$ cat config.mk
export PLATFORM = sky130hd
export DESIGN_NAME = snn_wta_layer_flat
export DESIGN_NICKNAME = d
export VERILOG_FILES = /design/src/rtl/snn_wta_layer_if.sv /design/src/rtl/snn_wta_layer.sv /design/src/flat_wrapper.sv
export SDC_FILE = /design/constraint.sdc
export NUM_CORES = 2
export LEC_CHECK = 0
export ABC_AREA = 1
export BUFFER_PORTS_ARGS = -buffer_cell sky130_fd_sc_hd__buf_4
export CORE_ASPECT_RATIO = 1.75
export CORE_MARGIN = 5
export CORE_UTILIZATION = 30
export DETAILED_ROUTE_END_ITERATION = 10
export GPL_ROUTABILITY_DRIVEN = 1
export PLACE_DENSITY_LB_ADDON = 0.12
export SYNTH_ARGS = -nofsm -noshare
export SYNTH_HDL_FRONTEND = slang
export SYNTH_SLANG_ARGS = --single-unit
$ cat constraint.sdc
create_clock -name clk -period 15.39 [get_ports clk]
set_input_delay 3.078 -clock clk [delete_from_list [all_inputs] [get_ports clk]]
set_output_delay 3.078 -clock clk [all_outputs]
set_load 0.02 [all_outputs]
$ cat src/rtl/snn_wta_layer_if.sv
// Weight-memory access bus of the spiking WTA layer: a ready-gated row write
// port plus a combinational row read port.
interface snn_wta_layer_if #(
    parameter int N_IN  = 25,
    parameter int N_OUT = 10
);
    localparam int AW = $clog2(N_OUT);

    logic            w_wr_en;
    logic [AW-1:0]   w_wr_addr;
    logic [N_IN-1:0] w_wr_data;
    logic            w_wr_ready;
    logic [AW-1:0]   w_rd_addr;
    logic [N_IN-1:0] w_rd_data;

    modport master (
        output w_wr_en, w_wr_addr, w_wr_data, w_rd_addr,
        input  w_wr_ready, w_rd_data
    );

    modport slave (
        input  w_wr_en, w_wr_addr, w_wr_data, w_rd_addr,
        output w_wr_ready, w_rd_data
    );
endinterface

$ cat src/rtl/snn_wta_layer.sv
// Single-layer leaky integrate-and-fire core with binary synapses, winner-take-all
// lateral inhibition and an optional one-cycle STDP rewrite of the winner's weight row.
module snn_wta_layer #(
    parameter int N_IN   = 25,
    parameter int N_OUT  = 10,
    parameter int VW     = 8,
    parameter int THRESH = 12,
    parameter int LEAK   = 1,
    parameter int REFRAC = 4,
    parameter int INHIB  = 8,
    parameter int TRACE  = 3
) (
    input  logic                     clk,
    input  logic                     rst,
    input  logic                     learn,
    input  logic [N_IN-1:0]          pre_spike,
    input  logic [N_IN-1:0]          rand_bits,
    snn_wta_layer_if.slave           wbus,
    output logic [N_OUT-1:0]         spike,
    output logic                     winner_valid,
    output logic [$clog2(N_OUT)-1:0] winner_idx
);
    localparam int AW = $clog2(N_OUT);
    localparam int SW = $clog2(N_IN + 1);
    localparam int TW = $clog2(TRACE + 1);
    localparam int RW = $clog2(REFRAC + 1);
    localparam int IW = $clog2(INHIB + 1);
    localparam int XW = VW + SW + 1;

    localparam logic [XW-1:0] LEAK_X = XW'(LEAK);
    localparam logic [XW-1:0] VMAX   = {{(XW-VW){1'b0}}, {VW{1'b1}}};
    localparam logic [VW-1:0] THR    = VW'(THRESH);

    typedef enum logic [0:0] {RUN, UPDATE} state_t;

    state_t          state, state_next;
    logic [N_IN-1:0] w_mem   [N_OUT];
    logic [VW-1:0]   v       [N_OUT];
    logic [RW-1:0]   ref_cnt [N_OUT];
    logic [IW-1:0]   inh_cnt [N_OUT];
    logic [TW-1:0]   tr      [N_IN];
    logic [N_IN-1:0] ltp_mask;

    logic [VW-1:0]    v_next [N_OUT];
    logic [N_OUT-1:0] integrating;
    logic [N_OUT-1:0] cand;
    logic [N_IN-1:0]  tr_live;
    logic             fire;
    logic [AW-1:0]    win;
    logic             wr_accept;

    function automatic logic [SW-1:0] popcount(input logic [N_IN-1:0] x);
        logic [SW-1:0] c;
        c = '0;
        for (int i = 0; i < N_IN; i++) begin
            c = c + SW'(x[i]);
        end
        return c;
    endfunction

    // Membrane update candidates, computed in a wide sum so the floor/saturation is exact.
    always_comb begin
        integrating = '0;
        cand        = '0;
        for (int j = 0; j < N_OUT; j++) begin
            logic [XW-1:0] sum;
            integrating[j] = (ref_cnt[j] == '0) && (inh_cnt[j] == '0);
            sum = XW'(v[j]) + XW'(popcount(pre_spike & w_mem[j]));
            if (sum < LEAK_X) begin
                v_next[j] = '0;
            end else if ((sum - LEAK_X) > VMAX) begin
                v_next[j] = '1;
            end else begin
                v_next[j] = VW'(sum - LEAK_X);
            end
            cand[j] = integrating[j] && (v_next[j] >= THR);
        end
    end

    // Lowest-index candidate wins; scanning downward leaves the smallest index last.
    always_comb begin
        fire = |cand;
        win  = '0;
        for (int j = N_OUT - 1; j >= 0; j--) begin
            if (cand[j]) begin
                win = AW'(j);
            end
        end
        for (int i = 0; i < N_IN; i++) begin
            tr_live[i] = (tr[i] != '0);
        end
    end

    always_comb begin
        state_next = state;
        case (state)
            RUN:     if (fire && learn) state_next = UPDATE;
            UPDATE:  state_next = RUN;
            default: state_next = RUN;
        endcase
        wbus.w_wr_ready = (state == RUN);
        wr_accept       = wbus.w_wr_en && (state == RUN);
        wbus.w_rd_data  = '0;
        if (32'(wbus.w_rd_addr) < N_OUT) begin
            wbus.w_rd_data = w_mem[wbus.w_rd_addr];
        end
    end

    always_ff @(posedge clk) begin
        if (rst) begin
            state        <= RUN;
            spike        <= '0;
            winner_valid <= 1'b0;
            winner_idx   <= '0;
            ltp_mask     <= '0;
            for (int i = 0; i < N_IN; i++) begin
                tr[i] <= '0;
            end
            for (int j = 0; j < N_OUT; j++) begin
                w_mem[j]   <= '0;
                v[j]       <= '0;
                ref_cnt[j] <= '0;
                inh_cnt[j] <= '0;
            end
        end else begin
            state        <= state_next;
            winner_valid <= fire;
            spike        <= fire ? (N_OUT'(1) << win) : '0;
            if (fire) begin
                winner_idx <= win;
            end
            if (state == RUN && fire && learn) begin
                ltp_mask <= pre_spike | tr_live;
            end

            for (int i = 0; i < N_IN; i++) begin
                if (pre_spike[i]) begin
                    tr[i] <= TW'(TRACE);
                end else if (tr[i] != '0) begin
                    tr[i] <= tr[i] - 1'b1;
                end
            end

            // A fire clears every membrane and reloads inhibition even on already-inhibited neurons.
            for (int j = 0; j < N_OUT; j++) begin
                if (fire) begin
                    v[j] <= '0;
                    if (AW'(j) == win) begin
                        ref_cnt[j] <= RW'(REFRAC);
                    end else begin
                        inh_cnt[j] <= IW'(INHIB);
                        if (ref_cnt[j] != '0) ref_cnt[j] <= ref_cnt[j] - 1'b1;
                    end
                end else if (!integrating[j]) begin
                    v[j] <= '0;
                    if (ref_cnt[j] != '0) ref_cnt[j] <= ref_cnt[j] - 1'b1;
                    if (inh_cnt[j] != '0) inh_cnt[j] <= inh_cnt[j] - 1'b1;
                end else begin
                    v[j] <= v_next[j];
                end

                // Writes are only accepted in RUN, so they never collide with the UPDATE rewrite.
                if (wr_accept && (wbus.w_wr_addr == AW'(j))) begin
                    w_mem[j] <= wbus.w_wr_data;
                end else if (state == UPDATE && winner_idx == AW'(j)) begin
                    w_mem[j] <= ltp_mask | (w_mem[j] & ~rand_bits);
                end
            end
        end
    end
endmodule

$ cat src/flat_wrapper.sv
// flat-port wrapper written by rule: the top's interface ports become plain ports
module snn_wta_layer_flat 
#(
    parameter int N_IN   = 25,
    parameter int N_OUT  = 10,
    parameter int VW     = 8,
    parameter int THRESH = 12,
    parameter int LEAK   = 1,
    parameter int REFRAC = 4,
    parameter int INHIB  = 8,
    parameter int TRACE  = 3
)
  (clk, rst, learn, pre_spike, rand_bits, spike, winner_valid, winner_idx, wbus_w_wr_en, wbus_w_wr_addr, wbus_w_wr_data, wbus_w_rd_addr, wbus_w_wr_ready, wbus_w_rd_data);
  snn_wta_layer_if #(.N_IN(N_IN), .N_OUT(N_OUT)) wbus_i ();
  input  logic clk;
  input  logic rst;
  input  logic learn;
  input  logic [N_IN-1:0] pre_spike;
  input  logic [N_IN-1:0] rand_bits;
  output logic [N_OUT-1:0] spike;
  output logic winner_valid;
  output logic [$clog2(N_OUT)-1:0] winner_idx;
  input wire logic [$bits(wbus_i.w_wr_en)-1:0] wbus_w_wr_en;
  input wire logic [$bits(wbus_i.w_wr_addr)-1:0] wbus_w_wr_addr;
  input wire logic [$bits(wbus_i.w_wr_data)-1:0] wbus_w_wr_data;
  input wire logic [$bits(wbus_i.w_rd_addr)-1:0] wbus_w_rd_addr;
  output wire logic [$bits(wbus_i.w_wr_ready)-1:0] wbus_w_wr_ready;
  output wire logic [$bits(wbus_i.w_rd_data)-1:0] wbus_w_rd_data;
  assign wbus_i.w_wr_en = wbus_w_wr_en;
  assign wbus_i.w_wr_addr = wbus_w_wr_addr;
  assign wbus_i.w_wr_data = wbus_w_wr_data;
  assign wbus_i.w_rd_addr = wbus_w_rd_addr;
  assign wbus_w_wr_ready = wbus_i.w_wr_ready;
  assign wbus_w_rd_data = wbus_i.w_rd_data;
  snn_wta_layer #(.N_IN(N_IN), .N_OUT(N_OUT), .VW(VW), .THRESH(THRESH), .LEAK(LEAK), .REFRAC(REFRAC), .INHIB(INHIB), .TRACE(TRACE)) u_core (.clk(clk), .rst(rst), .learn(learn), .pre_spike(pre_spike), .rand_bits(rand_bits), .wbus(wbus_i), .spike(spike), .winner_valid(winner_valid), .winner_idx(winner_idx));
endmodule
==> results.txt <==
Power per Cell Area -> 179 nW/µm²
Hold Path Cell Cnt -> 2
drc violations -> 0
final worst path period need -> 11.19 ns
post-synth top area share -> 35.8%
final hold violations -> 0
crit-path max FO -> 20
Root Driver -> clkbuf_16
routed vias/inst -> 5.02
WL/cell -> 24.4 µm
Slew Viols, Final -> 0
CP Class -> input port to register
Hold Crit Start -> u_core.winner_idx[3]$_SDFFE_PP0P_
YS warnings -> 0
Synth Flop Type -> edfxtp_1
met2 WL -> 79,100 µm
dpl hpwl -> 119,000 µm
Final GP Congestion -> 0.945
worst min-delay path class -> register to register
startpoint types -> input port
Max clock buf depth -> 3
Cell Rows -> 172
Initial DRC Count -> 2,471
Yosys top cell by area -> edfxtp_1
final setup fails -> 0
DR pass1 iterations -> 6
synthesized area -> 37,700 µm²
Finished Layout Cells -> 6,542
Die Width -> 278 µm
gr ovfl total -> 0
most frequent cell after synthesis -> nand2_1
routed via count -> 32,849
total power -> 0.00769 W
Synth Register Bits -> 491
Setup TNS Final -> 0 ns
Post-Route Skew -> 0.0339 ns
CP max stage cell -> fa_1
Crit. End Element -> register
WP data arrival -> 11.53 ns
Worst Hold End -> u_core.winner_idx[3]$_SDFFE_PP0P_
first-pass GRT wire length -> 227,000 µm
reg2reg start -> u_core.w_mem[7][22]$_SDFFCE_PN0P_
maximum VDD drop -> 0.111 mV
WL met1 -> 58,300 µm
Layout area overhead -> 13.9%
cts bufs inserted -> 55
relative slew slack -> 30.3%
setup bufs post-CTS -> 0
register area share after synthesis -> 38.0%
antenna violations before repair -> 17
CP max stage delay -> 0.68 ns
Final Cycle Share -> 72.7%
Overall Global Routing Usage -> 23.2%
Final ANT Viol Nets -> 0
share of layout cells above drive strength 1 -> 7.11%
cts hold-fix bufs -> 0
commonest cells in the netlist -> 933 x nand2_1, 908 x inv_1, 450 x edfxtp_1
Critical Path RT -> 15.73 ns
RSZ-0062 raised after global routing -> no
cells after synthesis -> 4,654
placed cell count -> 6,428
Avg Cell Area, Syn -> 8.11 µm²
uppermost layer routed -> met5
die footprint -> 133,000 µm²
outcome -> completed
clk sink count -> 491
Yosys cell types -> 53
metal3 WL -> 8210 µm
RR Endpoint -> u_core.ref_cnt[7][1]$_SDFFCE_PN0P_
PortBufs -> 127
largest net degree at the start of global routing -> 70
Slew @ Worst Pin -> 1.05 ns
drt total wl -> 160,000 µm
PostCTS Resize Cnt -> 0
Initial Util -> 30.1%
Post-synth EDFFs -> 450
CTS clk-pin slew, worst paths -> 0.06 ns
f_max -> 89.4 MHz
fin nets -> 5,304
Max Cap Viol -> 0
top cells by area, synth -> edfxtp_1 36%, fa_1 10%, nand2_1 9.3%, inv_1 9.0%, ha_1 6.5%
CTS tree -> done
H-tree levels -> 2
Die H -> 479 µm
Most common cell on crit path -> nand2_1
Core Area -> 125,000 µm²
I/O pin count -> 128
Register-to-Register Setup Slack -> 6.39 ns
LEAKAGE -> 20.9 nW
post-synthesis async set-or-reset flop share -> 0%
r2r worst-path depth -> 33
clk_lat worst skew -> 0.67 ns
vias in the first global route -> 32,981
==> layout make-up <==
type,instances,area [µm²]
inverter,930,3500
clock inverter,28,393
tap,1653,2070
clock buffer,75,1600
antenna,11,27.5
fill,13447,82300
multi-input combinational,3184,19800
timing repair buffer,170,1280
sequential,491,14300
==> metal layers <==
layer  vias to the layer above  track usage (%)
li1                      15454                -
met1                     15892             25.6
met2                      1129             41.2
met3                       362             3.14
met4                        12             16.2
met5                         -                0
==> sequential cells by signal, indices dropped and copies added (netlist names) <==
signal,count
u_core.ref_cnt,30
u_core.winner_valid,1
u_core.winner_idx,4
u_core.w_mem,250
u_core.ltp_mask,25
u_core.v,80
u_core.inh_cnt,40
u_core.spike,10
u_core.state,1
u_core.tr,50
==> critical path: cells and delay by family <==
kind                       cells  cell delay, ns
adders and majority gates      9            4.42
and+or+nand+nor               17            2.79
buffers and inverters          6            0.72
AOI/OAI and AO/OA              2            0.53
==> kinds of logic after synthesis <==
group	Yosys count	share of synthesized area, %
and+or+nand+nor	1539	16.8
buffers and inverters	1097	11.0
AOI/OAI and AO/OA	1029	14.9
DFF	491	38.0
adders and majority gates	385	16.5
xor gates and xnor gates	98	2.37
muxes	13	0.345
other	2	0.0199
==> placed cells by master, fill, tap and decap left out, drive strengths merged, types with 3 or more instances in the layout <==
| cell | count |
|---|---|
| o211ai | 26 |
| fa | 190 |
| xnor2 | 27 |
| clkinvlp | 4 |
| o211a | 3 |
| o22ai | 76 |
| clkinv | 25 |
| diode | 11 |
| nor2 | 281 |
| edfxtp | 450 |
| o2111ai | 15 |
| conb | 120 |
| nand3b | 5 |
| nand4 | 34 |
| a31oi | 47 |
| bufinv | 9 |
| ha | 195 |
| nand2 | 942 |
| nand3 | 235 |
| buf | 170 |
| mux2i | 13 |
| clkbuf | 75 |
| or2 | 15 |
| xor2 | 71 |
| inv | 920 |
| o311ai | 8 |
| a21boi | 29 |
| a21o | 7 |
| dfxtp | 41 |
| o21ai | 431 |
| nor3 | 21 |
| a21oi | 379 |
==> through the flow <==
step	hold WS, ns	util, %	worst slack [ns]	cell area (µm²)
final	0.544	34.3	4.20	43000
after global routing	0.568	34.3	3.72	43000
after CTS	0.547	34.3	4.14	42900
after detailed placement	0.534	32.7	3.46	41000
after global placement	0.540	32.7	3.50	41000
after floorplan	0.526	-	5.12	38200
==> where the power goes <==
part	switching, W	internal (W)	total (W)
clock	0.000636	0.000881	0.00152
sequential	0.000159	0.00176	0.00192
combinational	0.00277	0.00147	0.00425
total	0.00357	0.00412	0.00769
==> worst max-delay path by stage <==
| stage | from | to | slack [ns] | depth (start not counted) |
|---|---|---|---|---|
| after floorplan | pre_spike[0] | u_core.inh_cnt[0][0]$_SDFFCE_PN0P_ | 5.12 | 35 |
| after global placement | pre_spike[18] | u_core.ref_cnt[3][2]$_SDFFCE_PN0P_ | 3.50 | 34 |
| after detailed placement | pre_spike[18] | u_core.ref_cnt[7][1]$_SDFFCE_PN0P_ | 3.46 | 34 |
| after CTS | pre_spike[18] | u_core.ref_cnt[7][1]$_SDFFCE_PN0P_ | 4.14 | 34 |
| after global routing | pre_spike[0] | u_core.inh_cnt[4][0]$_SDFFCE_PN0P_ | 3.72 | 33 |
| final | pre_spike[18] | u_core.ref_cnt[7][1]$_SDFFCE_PN0P_ | 4.20 | 34 |
(Power assumes the default switching activity.)
